**src/rtl/latch_write_sched.sv**
```systemverilog
// Round-robin write scheduler for a shared level-sensitive latch bank.
// Each write is sequenced as data setup, gate pulse, data hold; clears are serialised.
module latch_write_sched #(
    parameter int NREQ        = 4,
    parameter int WIDTH       = 8,
    parameter int GATE_CYCLES = 2
) (
    input  logic                    clock,
    input  logic                    reset_n,
    input  logic [NREQ-1:0]         req,
    input  logic [NREQ*WIDTH-1:0]   req_data,
    input  logic                    clr_req,
    output logic [NREQ-1:0]         grant,
    output logic [NREQ-1:0]         done,
    output logic [WIDTH-1:0]        latch_d,
    output logic                    latch_clock,
    output logic                    latch_reset,
    output logic                    busy
);

    localparam int PW = $clog2(NREQ);
    localparam int GW = (GATE_CYCLES > 1) ? $clog2(GATE_CYCLES) : 1;

    typedef enum logic [2:0] {IDLE, CLEAR, SETUP, GATE, HOLD} state_t;

    state_t            state, state_nx;
    logic [PW-1:0]     ptr, ptr_nx, owner, owner_nx, win;
    logic              win_vld;
    logic [GW-1:0]     gcnt, gcnt_nx;
    logic              pending, pending_nx;
    logic              clr_q, clr_nx;
    logic [NREQ-1:0]   grant_nx, done_nx;
    logic [WIDTH-1:0]  d_nx;
    logic              lc_nx, busy_nx;

    // Round-robin search from ptr; scanning downward leaves the closest hit.
    always_comb begin
        int idx;
        idx     = 0;
        win     = '0;
        win_vld = 1'b0;
        for (int off = NREQ - 1; off >= 0; off--) begin
            idx = int'(ptr) + off;
            if (idx >= NREQ) idx = idx - NREQ;
            if (req[idx]) begin
                win     = PW'(idx);
                win_vld = 1'b1;
            end
        end
    end

    always_comb begin
        state_nx   = state;
        ptr_nx     = ptr;
        owner_nx   = owner;
        gcnt_nx    = gcnt;
        grant_nx   = grant;
        d_nx       = latch_d;
        pending_nx = pending | clr_req;
        case (state)
            IDLE: begin
                if (pending) begin
                    state_nx = CLEAR;
                end else if (win_vld) begin
                    state_nx      = SETUP;
                    owner_nx      = win;
                    grant_nx      = '0;
                    grant_nx[win] = 1'b1;
                    d_nx          = req_data[int'(win)*WIDTH +: WIDTH];
                end
            end
            CLEAR: begin
                // A pulse landing in CLEAR re-arms for one more clear.
                pending_nx = clr_req;
                state_nx   = IDLE;
            end
            SETUP: begin
                state_nx = GATE;
                gcnt_nx  = GW'(GATE_CYCLES - 1);
            end
            GATE: begin
                if (gcnt == '0) state_nx = HOLD;
                else            gcnt_nx  = gcnt - 1'b1;
            end
            HOLD: begin
                state_nx = IDLE;
                grant_nx = '0;
                ptr_nx   = (owner == PW'(NREQ - 1)) ? '0 : owner + 1'b1;
            end
            default: state_nx = IDLE;
        endcase
        // Outputs are flopped from the next state so the gate is glitch-free.
        lc_nx   = (state_nx == GATE);
        busy_nx = (state_nx != IDLE);
        clr_nx  = (state_nx == CLEAR);
        done_nx = (state_nx == HOLD) ? grant_nx : '0;
    end

    always_ff @(posedge clock or negedge reset_n) begin
        if (!reset_n) begin
            state       <= IDLE;
            ptr         <= '0;
            owner       <= '0;
            gcnt        <= '0;
            pending     <= 1'b0;
            clr_q       <= 1'b0;
            grant       <= '0;
            done        <= '0;
            latch_d     <= '0;
            latch_clock <= 1'b0;
            busy        <= 1'b0;
        end else begin
            state       <= state_nx;
            ptr         <= ptr_nx;
            owner       <= owner_nx;
            gcnt        <= gcnt_nx;
            pending     <= pending_nx;
            clr_q       <= clr_nx;
            grant       <= grant_nx;
            done        <= done_nx;
            latch_d     <= d_nx;
            latch_clock <= lc_nx;
            busy        <= busy_nx;
        end
    end

    // Reset reaches the latch bank without waiting for a clock.
    assign latch_reset = clr_q | ~reset_n;

endmodule
```
**config.mk**
```make
export PLATFORM = sky130hd
export DESIGN_NAME = latch_write_sched
export DESIGN_NICKNAME = d
export VERILOG_FILES = /design/src/rtl/latch_write_sched.sv
export SDC_FILE = /design/constraint.sdc
export NUM_CORES = 1
export LEC_CHECK = 0
export BUFFER_PORTS_ARGS = -buffer_cell sky130_fd_sc_hd__buf_2
export CAP_MARGIN = 20
export CORE_MARGIN = 4
export CORE_UTILIZATION = 43
export CTS_CLUSTER_DIAMETER = 120
export CTS_CLUSTER_SIZE = 12
export DETAILED_ROUTE_END_ITERATION = 12
export GPL_TIMING_DRIVEN = 0
export PLACE_DENSITY = 0.75
export SLEW_MARGIN = 20
export SYNTH_ARGS = -nofsm -noshare
export SYNTH_HDL_FRONTEND = slang
export SYNTH_SLANG_ARGS = --single-unit
```
**constraint.sdc**
```tcl
create_clock -name clock -period 1.5 [get_ports clock]
set_input_delay 0.225 -clock clock [delete_from_list [all_inputs] [get_ports clock]]
set_output_delay 0.225 -clock clock [all_outputs]
set_load 0.02 [all_outputs]
```
======== Word-level counts from Yosys, hierarchy flattened ========
Index checks and enable logic that the tools add are counted.
cells by class
  $mul .................................... 0
  shift operators ......................... 1
  bitwise gates (word level) .............. 4
  magnitude comparators ................... 10
  divide/modulo/power cells ............... 0
  muxes and demuxes ....................... 38
  add/sub/neg operators ................... 9
  equality and inequality tests ........... 8
  reduce and logical (&&, ||, !) cells .... 5
operator list
  kind                   number
  $lt A32 B4 Y1 const B  4
  $mux W32               4
  $shiftx A32 B6 Y8      1
  $mux W1                15
  $mux W4                3
  $sub A3 B3 Y4 const B  3
  $mux W2                5
  $eq A3 B2 Y1 const B   3
  $ge A3 B3 Y1 const B   3
  $mux W3                3
  $pmux W3 S3            1
  $bmux W1 S2            4
  $pmux W4 S2            1
  $add A2 B2 Y3 const B  2
  $eq A3 B1 Y1 const B   2
  $eq A3 B3 Y1 const B   2
  $sub A2 B3 Y4 const B  1
  $add A2 B1 Y3 const B  1
  $ge A2 B3 Y1 const B   1
  $logic_not A3 Y1       1
  $lt A2 B3 Y1 const B   1
  $reduce_and A3 Y1      1
  $reduce_bool A3 Y1     1
  $add A2 B1 Y2 const B  1
  9 further kinds        11
word-level totals
  flip-flop bits (word level) ............. 28
  ROM bits ................................ 0
  RAM bits ................................ 0
  latch bits .............................. 0
  memories ................................ 0
  input bits .............................. 39
  logic and storage cells ................. 86

======== Logic depth before layout (Yosys ltp) ========
  word-level depth ........................ 18
  mapped depth ............................ 7
  depth with buffers taken out ............ 5

======== Worst setup path after synthesis ========
Ideal clock, no wire load.
  path type ............................... register -> register
  start ................................... register ptr[1]
  end ..................................... register done[1]
  cell stages (with the launch flop) ...... 6
  buffers on the path ..................... 0
  setup slack ............................. -0.108 ns
  setup time .............................. 0.111 ns
  period minus slack after synthesis ...... 1.608 ns
  data required time ...................... 1.389 ns
  arrival time ............................ 1.497 ns
  cell sequence ........................... dfrtp_1 -> nand2_1 -> a21oi_1 -> a211o_1 -> o31a_1 -> a2111oi_2
between the ends
  word-level cells in the longest chain between the ends .. 18
ends and longest elaborated chain
  what                                                                       line  source
  from (decl)                                                                27    logic [PW-1:0] ptr, ptr_nx, owner, owner_nx, win;
  from (signal assigned)                                                     114   ptr <= ptr_nx;
  $add A2 B2 Y3                                                              43    idx = int'(ptr) + off;
  $sub A3 B3 Y4 / $ge A3 B3 Y1 (equally long branches)                       44    if (idx >= NREQ) idx = idx - NREQ;
  $mux W32                                                                   44
  $bmux W1 S2                                                                45    if (req[idx]) begin
  $mux W1 (not written as such) (2 in series)                                45
  $mux W2 (4 in series)                                                      45
  $lt A2 B3 Y1 (not written as such) / $ge A2 B1 Y1 (equally long branches)  68    grant_nx[win] = 1'b1;
  $logic_and A1 B1 Y1 (not written as such)                                  68
  $mux W1 (not written as such)                                              68
  $demux W1 S2                                                               68
  $mux W4                                                                    64    end else if (win_vld) begin
  $mux W4                                                                    62    if (pending) begin
  $pmux W4 S2                                                                60    case (state)
  $mux W4 (*)                                                                96    done_nx = (state_nx == HOLD) ? grant_nx : '0;
  via done_nx[1]                                                             32    logic [NREQ-1:0] grant_nx, done_nx;
  to (signal assigned)                                                       120   done <= done_nx;
  to (decl)                                                                  14    output logic [NREQ-1:0] done,
The timed path passes the listed nets; every way through them passes the cells marked *. The select of a mux whose other input is x is not followed.
A chain may end at the register's enable or synchronous reset.

======== Worst setup path in the final report ========
  start ................................... register state[0]
  end ..................................... register done[2]
RTL lines
  what                                                     line  source
  from (decl)                                              26    state_t state, state_nx;
  from (signal assigned)                                   113   state <= state_nx;
  $eq A3 B3 Y1 / $logic_not A3 Y1 (equally long branches)  60
  $pmux W4 S2 (*)                                          60
  via grant_nx[2]                                          32
  $mux W4 (*)                                              96
  via done_nx[2]                                           32
The timed path passes the listed nets; every way through them passes the cells marked *.

==> out/results.tsv <==
stage	metric	value	unit
global_routing	grt_usage	19.40	%
yosys	yosys-top-cells-count	nand2_1 (31), dfrtp_1 (28), mux2i_1 (17), o221ai_1 (8)	
floorplanning	initial_core_util	45.89	%
run_status	violations	hold timing, setup timing	
setup_path	crit_arrival	1950	ps
final_layout	fin_nets	256	
setup_path	crit_path_end_kind	flop	
yosys	synth_area	1424	um2
yosys	ys.flop_type	dfrtp_1	
clocking	h-tree-depth	1	
global_routing	grt_start_max_net_pins	30	
placed_design	gp_congestion	0.8582	
clocking	clkLatencyLatePin	350	ps
flow_run	max-cap-violations	0	
sta	worstMarginPinSlew	643.4	ps
drt	wl_per_cell	16.28	um
global_routing	first_global_vias	1376	
final_layout	seq_area	701.9	um2
yosys	avgSynthCellArea	10.17	um2
hold_path	hold_class	in2async	
placed_design	dpl.cell_count	241	
run_status	status	finished with violations	
sta	max_freq	603.5	MHz
setup_path	crit_type	reg2reg	
setup_path	cp_num_buf_inv	1	
clocking	cts_root_buffer	clkbuf_4	
final_layout	utilization	70.08	%
sta	setup_tns	-1430	ps
setup_path	reg2reg_depth	5	
final_layout	final_cells	259	
yosys	ys_types	31	
drt	ant_nets	0	
placed_design	port_buffers	57	
setup_path	cp.required	1800	ps
power	p_leak	1.091	nW
setup_path	crit_path_max_fanout	5	
drt	dr_total_vias	1361	
sta	final-setup-viol-count	13	
power	irDropWorstVdd	0.001163	V
drt	drt_iter0_drc	45	
sta	fin_skew	10.89	ps
drt	first_pass_iters	4	
floorplanning	io_pins	58	
floorplanning	die-area	4296	um2
yosys	yosys.area.top_type	dfrtp_1	
setup_path	rr_endpoint	done[2]	
setup_path	rrSetupSlack	-160	ps
yosys	yosys_warnings	0	
floorplanning	coreArea	3103	um2
clocking	cts_tree	yes	
drt	finalWirelength	4217	um
final_layout	fill_cells	226	
setup_path	cpPeakStageDelay	450	ps
final_layout	multi_input_area	848.3	um2
global_routing	grt_first_pass_wirelength	6285	um
yosys	yosysMostFrequentCell	nand2_1	
sta	fin_crit_sh	110.5	%
sta	hold_viol	28	
yosys	synth.top_cell.area_share	49.21	%
drt	drc	0	
setup_path	r2r_start	state[0]	
sta	timing.hold.ws	-122.0	ps
setup_path	cpMaxStageDelayCell	nor4_4	
placed_design	placed_cell_area	1794	um2
power	power_density	1971	nW/um2
placed_design	dp_hpwl	2725	um
yosys	synthArstFlopShare	100.0	%
setup_path	cp_cell_sequence	or2_4 > nor4_4 > buf_4 > a31o_4 > and2_4	
yosys	synthesis.nets	180	
final_layout	drive_gt1_share	54.88	%
sta	fin_crit	1657	ps
floorplanning	die_x	65.55	um
final_layout	final_area	2175	um2
global_routing	grt_antenna_before_repair	0	
clocking	cts.clk_slew.worst_paths	160	ps
sta	setup_ws	-156.9	ps
setup_path	cp-start-kind	flop	
yosys	ys_top_cells_by_area	dfrtp_1 (49%), mux2i_1 (12%), nand2_1 (8.2%)	
placed_design	post-place-ws	-377.4	ps
drt	vias_per_cell	5.255	
sta	rsz0062_at_grt	true	
clocking	cts_buffers	3	
sta	slew_violations	0	
setup_path	crit_family	simple AND/OR/NAND/NOR gates	
floorplanning	std_cell_rows	20	
yosys	ys_ff_latch	28	
global_routing	grt_overflow	0	
yosys	seq_area_frac_synth	49.21	%
clocking	ctsLongestPathBuffers	2	
yosys	syn_inst	140	
clocking	cts_sinks	28	
yosys	synth-edff-count	0	
final_layout	area_growth	52.72	%
floorplanning	chipHeight	65.55	um
final_layout	antenna_cells	0	
sta	relSlewSlack	57.11	%
-- registers in the layout (all words and copies together) (netlist names) --
| name | flops |
|---|---|
| busy | 1 |
| clr_q | 1 |
| done | 4 |
| gcnt | 1 |
| grant | 4 |
| latch_clock | 1 |
| latch_d | 8 |
| owner | 2 |
| pending | 1 |
| ptr | 2 |
| state | 3 |
-- stage by stage --
step | total power, W | hold slack [ps]
floorplan | 0.002554 | -70.59
global placement | 0.003008 | 269.2
detailed placement | 0.003086 | 280.3
CTS | 0.004000 | -91.21
global route | 0.004564 | -99.16
finish | 0.004285 | -122.0
-- layout by cell type (no fill, tap or decap), types with 3 or more instances in the layout --
cell	netlist	routed
buf_2	0	58
dfrtp_1	28	27
nand2_1	31	26
buf_4	1	11
mux2i_1	17	9
o221ai_2	0	8
inv_1	6	6
nand2b_1	7	5
o21ai_0	5	5
mux2i_2	0	5
nand2_2	0	3
nor2_1	7	3
buf_8	0	3
mux2i_4	0	3
clkbuf_4	0	3
-- final cells by class --
type                       instances  area share, %
buffer                             5          2.992
clock buffer                       3          1.036
clock inverter                     1          1.381
inverter                           6          1.036
multi-input combinational        100          39.01
sequential                        28          32.28
tap                               44          2.532
timing repair buffer              72          19.74
-- worst max-delay path by stage --
stage	from	endpoint	slack, ps	cells after the start
after floorplan	ptr[1]	done[1]	-60	4
after global placement	req[3]	busy	-340	6
after detailed placement	req[3]	latch_d[1]	-380	7
after CTS	state[1]	latch_d[7]	-220	6
after global routing	state[0]	done[2]	-240	5
final	state[0]	done[2]	-160	5
-- what timing repair did --
action	4_1_cts	5_1_grt
pin swaps	16	7
buffers inserted	9	5
gates cloned	2	0
resized for setup	24	28
setup endpoints to repair	18	20
hold endpoints to repair	28	28
-- routing by layer --
layer  share of wire (%)  global-route usage (%)
met1                  42                   24.10
met5                   0                       0
met4                 2.6                   8.290
met3                 3.2                   2.393
met2                  52                   33.75
-- cells by family (layout without fill, tap and decap cells) --
family          count (synthesis)  after routing  synth area share [%]
compound gates                 24             24                 13.18
fa+ha+maj                       1              1                0.8786
buf+inv                        12             87                 3.954
flops                          28             28                 49.21
mux                            18             18                 12.74
simple gates                   57             57                 20.04
-- worst reg2reg max path, cell delays in order (launching register included) --
cell	delay (ps)
dfrtp_1	420
or2_4	270
nor4_4	450
buf_4	210
a31o_4	140
and2_4	130
-- power by group --
part,total (W),internal [W],switching [W],leakage [nW]
combinational,0.00249,0.00117,0.00132,0.721
sequential,0.00128,0.00107,0.000207,0.342
clock,0.000514,0.000271,0.000243,0.0279
total,0.00429,0.00251,0.00177,1.09
Power figures use the tool's default switching activity.
